File: config.mk
export PLATFORM = sky130hd
export DESIGN_NAME = alu_sequencer
export DESIGN_NICKNAME = d
export VERILOG_FILES = /design/src/rtl/alu_sequencer.sv
export SDC_FILE = /design/constraint.sdc
export NUM_CORES = 1
export LEC_CHECK = 0
export BUFFER_PORTS_ARGS = -buffer_cell sky130_fd_sc_hd__buf_2
export CORE_MARGIN = 4
export CORE_UTILIZATION = 53
export CTS_CLUSTER_DIAMETER = 60
export DETAILED_ROUTE_END_ITERATION = 10
export HOLD_SLACK_MARGIN = 0.1
export PLACE_DENSITY = 0.72
export SLEW_MARGIN = 20
export SYNTH_ARGS = -nofsm -noshare
export SYNTH_HDL_FRONTEND = slang
export SYNTH_SLANG_ARGS = --single-unit
File: constraint.sdc
create_clock -name clk_i -period 9.1 [get_ports clk_i]
set_input_delay 1.82 -clock clk_i [delete_from_list [all_inputs] [get_ports clk_i]]
set_output_delay 1.82 -clock clk_i [all_outputs]
set_load 0.02 [all_outputs]
File: src/rtl/alu_sequencer.sv
// Multi-cycle ALU sequencer: FWD/ADD/AND/OR in one step, bit-serial shifts/rotate, shift-add multiply.
// Latency: N+1 edges from accepted start to the DONE cycle (N = 1, shift amount, or 8 for MUL).
// Backpressure: start is ignored while busy; outputs hold until the next completion.
//
// Ports:
//   clk_i            sole clock, rising edge
//   rst_ni           synchronous active-low reset
//   start_i          request, sampled in IDLE or DONE only
//   opcode_i [2:0]   000 FWD, 001 ADD, 010 AND, 011 OR, 100 SLL, 101 SRA, 110 ROR, 111 MUL
//   data1_i, data2_i operands
//   busy_o           high while executing
//   done_o           one-cycle completion pulse
//   result_o, zero_o, ovf_o  registered results, updated only on entry to DONE
module alu_sequencer #(
    parameter int WIDTH = 8
) (
    input  logic             clk_i,
    input  logic             rst_ni,
    input  logic             start_i,
    input  logic [2:0]       opcode_i,
    input  logic [WIDTH-1:0] data1_i,
    input  logic [WIDTH-1:0] data2_i,
    output logic             busy_o,
    output logic             done_o,
    output logic [WIDTH-1:0] result_o,
    output logic             zero_o,
    output logic             ovf_o
);

    localparam logic [2:0] OP_FWD = 3'b000;
    localparam logic [2:0] OP_ADD = 3'b001;
    localparam logic [2:0] OP_AND = 3'b010;
    localparam logic [2:0] OP_OR  = 3'b011;
    localparam logic [2:0] OP_SLL = 3'b100;
    localparam logic [2:0] OP_SRA = 3'b101;
    localparam logic [2:0] OP_ROR = 3'b110;
    localparam logic [2:0] OP_MUL = 3'b111;

    typedef enum logic [1:0] {
        S_IDLE = 2'd0,
        S_EXEC = 2'd1,
        S_DONE = 2'd2
    } state_t;

    state_t               state_q;
    logic [2:0]           op_q;
    logic [WIDTH-1:0]     a_q;       // working value for shifts/rotate, operand A otherwise
    logic [WIDTH-1:0]     b_q;       // operand B; shifted right one bit per MUL step
    logic [2*WIDTH-1:0]   mcand_q;   // multiplicand, shifted left one bit per MUL step
    logic [2*WIDTH-1:0]   acc_q;     // partial product
    logic [3:0]           cnt_q;     // steps remaining
    logic                 noop_q;    // zero shift/rotate amount: single identity step
    logic                 busy_q;
    logic                 done_q;
    logic [WIDTH-1:0]     result_q;
    logic                 zero_q;
    logic                 ovf_q;

    // Start-time step count
    logic [3:0] amt_sh;
    logic [3:0] amt_d;
    logic       noop_d;
    logic [3:0] cnt_d;

    always_comb begin
        amt_sh = (data2_i >= WIDTH'(8)) ? 4'd8 : data2_i[3:0];
        amt_d  = 4'd1;
        case (opcode_i)
            OP_SLL, OP_SRA: amt_d = amt_sh;
            OP_ROR:         amt_d = {1'b0, data2_i[2:0]};
            OP_MUL:         amt_d = 4'd8;
            default:        amt_d = 4'd1;
        endcase
        noop_d = (amt_d == 4'd0);
        cnt_d  = noop_d ? 4'd1 : amt_d;
    end

    // One execution step
    logic [WIDTH-1:0]   work_d;
    logic [2*WIDTH-1:0] acc_d;
    logic [WIDTH-1:0]   res_d;
    logic               ovf_d;

    always_comb begin
        work_d = a_q;
        acc_d  = acc_q + (b_q[0] ? mcand_q : '0);
        case (op_q)
            OP_FWD: work_d = b_q;
            OP_ADD: work_d = a_q + b_q;
            OP_AND: work_d = a_q & b_q;
            OP_OR:  work_d = a_q | b_q;
            OP_SLL: if (!noop_q) work_d = {a_q[WIDTH-2:0], 1'b0};
            OP_SRA: if (!noop_q) work_d = {a_q[WIDTH-1], a_q[WIDTH-1:1]};
            OP_ROR: if (!noop_q) work_d = {a_q[0], a_q[WIDTH-1:1]};
            default: work_d = a_q;
        endcase
        res_d = (op_q == OP_MUL) ? acc_d[WIDTH-1:0] : work_d;
        ovf_d = (op_q == OP_MUL) && (|acc_d[2*WIDTH-1:WIDTH]);
    end

    always_ff @(posedge clk_i) begin
        if (!rst_ni) begin
            state_q  <= S_IDLE;
            op_q     <= OP_FWD;
            a_q      <= '0;
            b_q      <= '0;
            mcand_q  <= '0;
            acc_q    <= '0;
            cnt_q    <= '0;
            noop_q   <= 1'b0;
            busy_q   <= 1'b0;
            done_q   <= 1'b0;
            result_q <= '0;
            zero_q   <= 1'b1;
            ovf_q    <= 1'b0;
        end else begin
            case (state_q)
                S_IDLE, S_DONE: begin
                    done_q <= 1'b0;
                    if (start_i) begin
                        op_q    <= opcode_i;
                        a_q     <= data1_i;
                        b_q     <= data2_i;
                        mcand_q <= {{WIDTH{1'b0}}, data1_i};
                        acc_q   <= '0;
                        cnt_q   <= cnt_d;
                        noop_q  <= noop_d;
                        busy_q  <= 1'b1;
                        state_q <= S_EXEC;
                    end else begin
                        busy_q  <= 1'b0;
                        state_q <= S_IDLE;
                    end
                end
                S_EXEC: begin
                    a_q     <= work_d;
                    acc_q   <= acc_d;
                    mcand_q <= mcand_q << 1;
                    if (op_q == OP_MUL) begin
                        b_q <= b_q >> 1;
                    end
                    cnt_q <= cnt_q - 4'd1;
                    if (cnt_q == 4'd1) begin
                        result_q <= res_d;
                        zero_q   <= (res_d == '0);
                        ovf_q    <= ovf_d;
                        busy_q   <= 1'b0;
                        done_q   <= 1'b1;
                        state_q  <= S_DONE;
                    end
                end
                default: begin
                    busy_q  <= 1'b0;
                    done_q  <= 1'b0;
                    state_q <= S_IDLE;
                end
            endcase
        end
    end

    assign busy_o   = busy_q;
    assign done_o   = done_q;
    assign result_o = result_q;
    assign zero_o   = zero_q;
    assign ovf_o    = ovf_q;

endmodule

==> impl_metrics.toml <==
[status]
status = "completed"

[final_layout]
mostFrequentLayoutCells = "69 x dfxtp_1, 66 x nor2_1, 54 x nand2_1, 39 x a21oi_1"
finish.utilization = 0.597
seq_area_um2 = 1380
fillers = 754
layout_commonest_cell = "dfxtp_1"
antenna_cells = 0
syn_to_final_growth_pct = 9.73
nets = 635
multiInputGateArea_um2 = 2860
drive_above_1_share = 0.108

[clock_tree]
cts.sinks = 69
postCtsSetupBuffers = 0
clkLatencyLatePin_ns = 0.36
cts-root-buf = "clkbuf_8"
cts-htree-levels = 3
clockBufferDepth = 2
cts_tree = "built"
cts_resized = 0
cts_hold_buf = 0
cts_inserted_buffers = 9
clk_pin_slew_worst_paths_ns = 0.08

[global_routing]
grt_max_degree = 48
overflow = 0
grt_pass1_wl_mm = 18.6
track_usage = 0.230
grt_antenna_before_repair = 0
first_global_vias = 3754

[synthesis]
synth_seq_cells = 69
synth_area_um2 = 4450
ys_seq_area_frac = 0.310
synth_top_cell_by_area = "dfxtp_1"
ys_top_cells_by_area = "dfxtp_1 31%, ha_1 9.3%, nor2_1 5.6%, nand2_1 4.6%, a21oi_1 4.4%"
syn_avg_cell_area_um2 = 7.96
yosysWarnings = 0
synth_edf_count = 0
ys_types = 58
yosys_most_used_dff = "dfxtp_1"
async_flop_share = 0
synth_top_area_share = 0.310
synthesis.nets = 616
syn_inst = 559

[setup_path]
required_ns = 9.40
criticalPathCategory = "primary input to register"
ff2ff_path_depth = 12
cp-start-kind = "primary input"
startpoint = "data2_i[5]"
setup.worst_path.end = "cnt_q[0]$_SDFFE_PN0P_"
regToRegEndpoint = "ovf_o$_SDFFE_PN0P_"
crit_fanout = 3
r2r_slack_ns = 5.82
r2r_start = "b_q[0]$_SDFFE_PN0P_"
cp-end-kind = "register"
arrival_ns = 3.67

[route]
wl_met1_mm = 5.10
wl_per_cell_um = 16.4
top_layer_used = "met4"
viasPerCell = 6.04
vias = 4157
drcViolationCount = 0
wirelength_mm = 11.3
wl_met2_mm = 5.39
routed-wl-met3_um = 615
dr.first_iter.drc_count = 309
final_antenna_net_count = 0
dr.pass1.iters = 5

[timing]
clock_skew_ns = 0.0191
setup_tns_ns = 0
period_share = 0.371
fmax_ghz = 0.296
hold_viol_final = 0
rsz0062_at_grt = "false"
drv_slew = 0
relSlewSlack = 0.302
period_needed_ns = 3.38
tightest_slew_ns = 1.04
setup_viol = 0

[min_path]
min_path_type = "register to register"
hold_depth = 2

[die]
die_x_um = 99.6
die-height_um = 99.6
initial_core_util = 0.544
ioPinCount = 34
placementRows = 33
die-area_um2 = 9930
core-area_um2 = 8180

[power]
power_density_nw_per_um2 = 153
p_clk_frac = 0.353
p_leak_uw = 0.00207
intPower_uw = 509
vdd_ir_drop_max_mv = 0.0921
switching_share = 0.317
p_switching_uw = 236
power_frac_seq = 0.451
combPwrFrac = 0.196

[placed_design]
detailed_place_hpwl_mm = 8.11
gp_congestion = 0.919
numPortBuffers = 33

[job]
drv_cap = 0
## power groups by stage
stage                     logic, uW  clock network, uW  registers, uW
after global routing            164                283            338
after global placement          140                  0            342
after detailed placement        144                  0            342
after floorplan                 107                  0            338
after CTS                       145                268            335
final                           146                263            336
## cells in the mapped netlist (3+ instances only)
| cell | count |
|---|---|
| or3_1 | 3 |
| buf_2 | 4 |
| nor3_1 | 15 |
| a21o_1 | 12 |
| o21ai_0 | 26 |
| clkbuf_1 | 24 |
| a221oi_1 | 4 |
| nor2b_1 | 6 |
| and2_1 | 17 |
| ha_1 | 33 |
| a21oi_1 | 39 |
| a22o_1 | 13 |
| o211ai_1 | 9 |
| a31o_1 | 3 |
| a31oi_1 | 6 |
| o22a_1 | 4 |
| inv_1 | 24 |
| xnor2_1 | 8 |
| dfxtp_1 | 69 |
| mux2i_1 | 10 |
| o21a_1 | 3 |
| xor2_1 | 8 |
| nand2b_1 | 7 |
| and3_1 | 4 |
| o21ai_1 | 13 |
| a222oi_1 | 6 |
| o22ai_1 | 5 |
| nand3_1 | 7 |
| nor2_1 | 66 |
| a22oi_1 | 14 |
| buf_1 | 3 |
| nand2_1 | 54 |
| a211oi_1 | 10 |
## layer usage
layer  vias to the layer above  GRT usage
li1                       2067          -
met1                      1954      0.307
met2                       121      0.376
met3                        15     0.0575
met4                         0     0.0515
met5                         -          0
## metrics by stage
step	total power (uW)	worst slack, ns	instance area (um2)	instances	hold slack, ns
floorplan	445	5.71	4450	559	0.432
global placement	481	5.48	4680	672	0.445
detailed placement	487	5.39	4680	672	0.454
CTS	748	5.76	4880	688	0.465
global route	786	5.61	4880	688	0.506
finish	745	5.72	4880	688	0.457
## final cells by class
class | count | share of cell area
Inverter | 25 | 0.0192
Timing Repair Buffer | 39 | 0.0430
Tap cell | 105 | 0.0269
Multi-Input combinational cell | 434 | 0.585
Clock inverter | 6 | 0.0143
Clock buffer | 10 | 0.0282
Sequential cell | 69 | 0.283
## worst min path at each step
stage | startpoint | slack (ns) | endpoint
after floorplan | acc_q[10]$_SDFFE_PN0P_ | 0.43 | acc_q[10]$_SDFFE_PN0P_
after global placement | acc_q[11]$_SDFFE_PN0P_ | 0.44 | acc_q[11]$_SDFFE_PN0P_
after detailed placement | acc_q[12]$_SDFFE_PN0P_ | 0.45 | acc_q[12]$_SDFFE_PN0P_
after CTS | acc_q[12]$_SDFFE_PN0P_ | 0.46 | acc_q[12]$_SDFFE_PN0P_
after global routing | acc_q[10]$_SDFFE_PN0P_ | 0.51 | acc_q[10]$_SDFFE_PN0P_
final | acc_q[12]$_SDFFE_PN0P_ | 0.46 | acc_q[12]$_SDFFE_PN0P_
## cells by family after synthesis
logic type                 share of synthesized area
muxes                                         0.0276
adders and majority gates                      0.102
xor gates and xnor gates                      0.0315
and+or+nand+nor                                0.195
DFF                                            0.310
buffers and inverters                         0.0484
AOI/OAI and AO/OA                              0.285
## sequential cells by signal (all words and copies together) (netlist names)
signal / flops
a_q: 8
zero_o: 1
noop_q: 1
acc_q: 16
mcand_q: 16
ovf_o: 1
done_o: 1
busy_o: 1
state_q: 1
result_o: 8
b_q: 8
cnt_q: 4
op_q: 3
## critical path, stage by stage
cell and delay [ns]:
buf_2 0.10, or4_1 0.53, nor3_1 0.17, a21oi_1 0.09
nor2b_1 0.19, nor4b_1 0.37, o21bai_1 0.11, a21oi_1 0.16
o21a_1 0.13
Note: power is estimated with default switching activity, not from simulation.
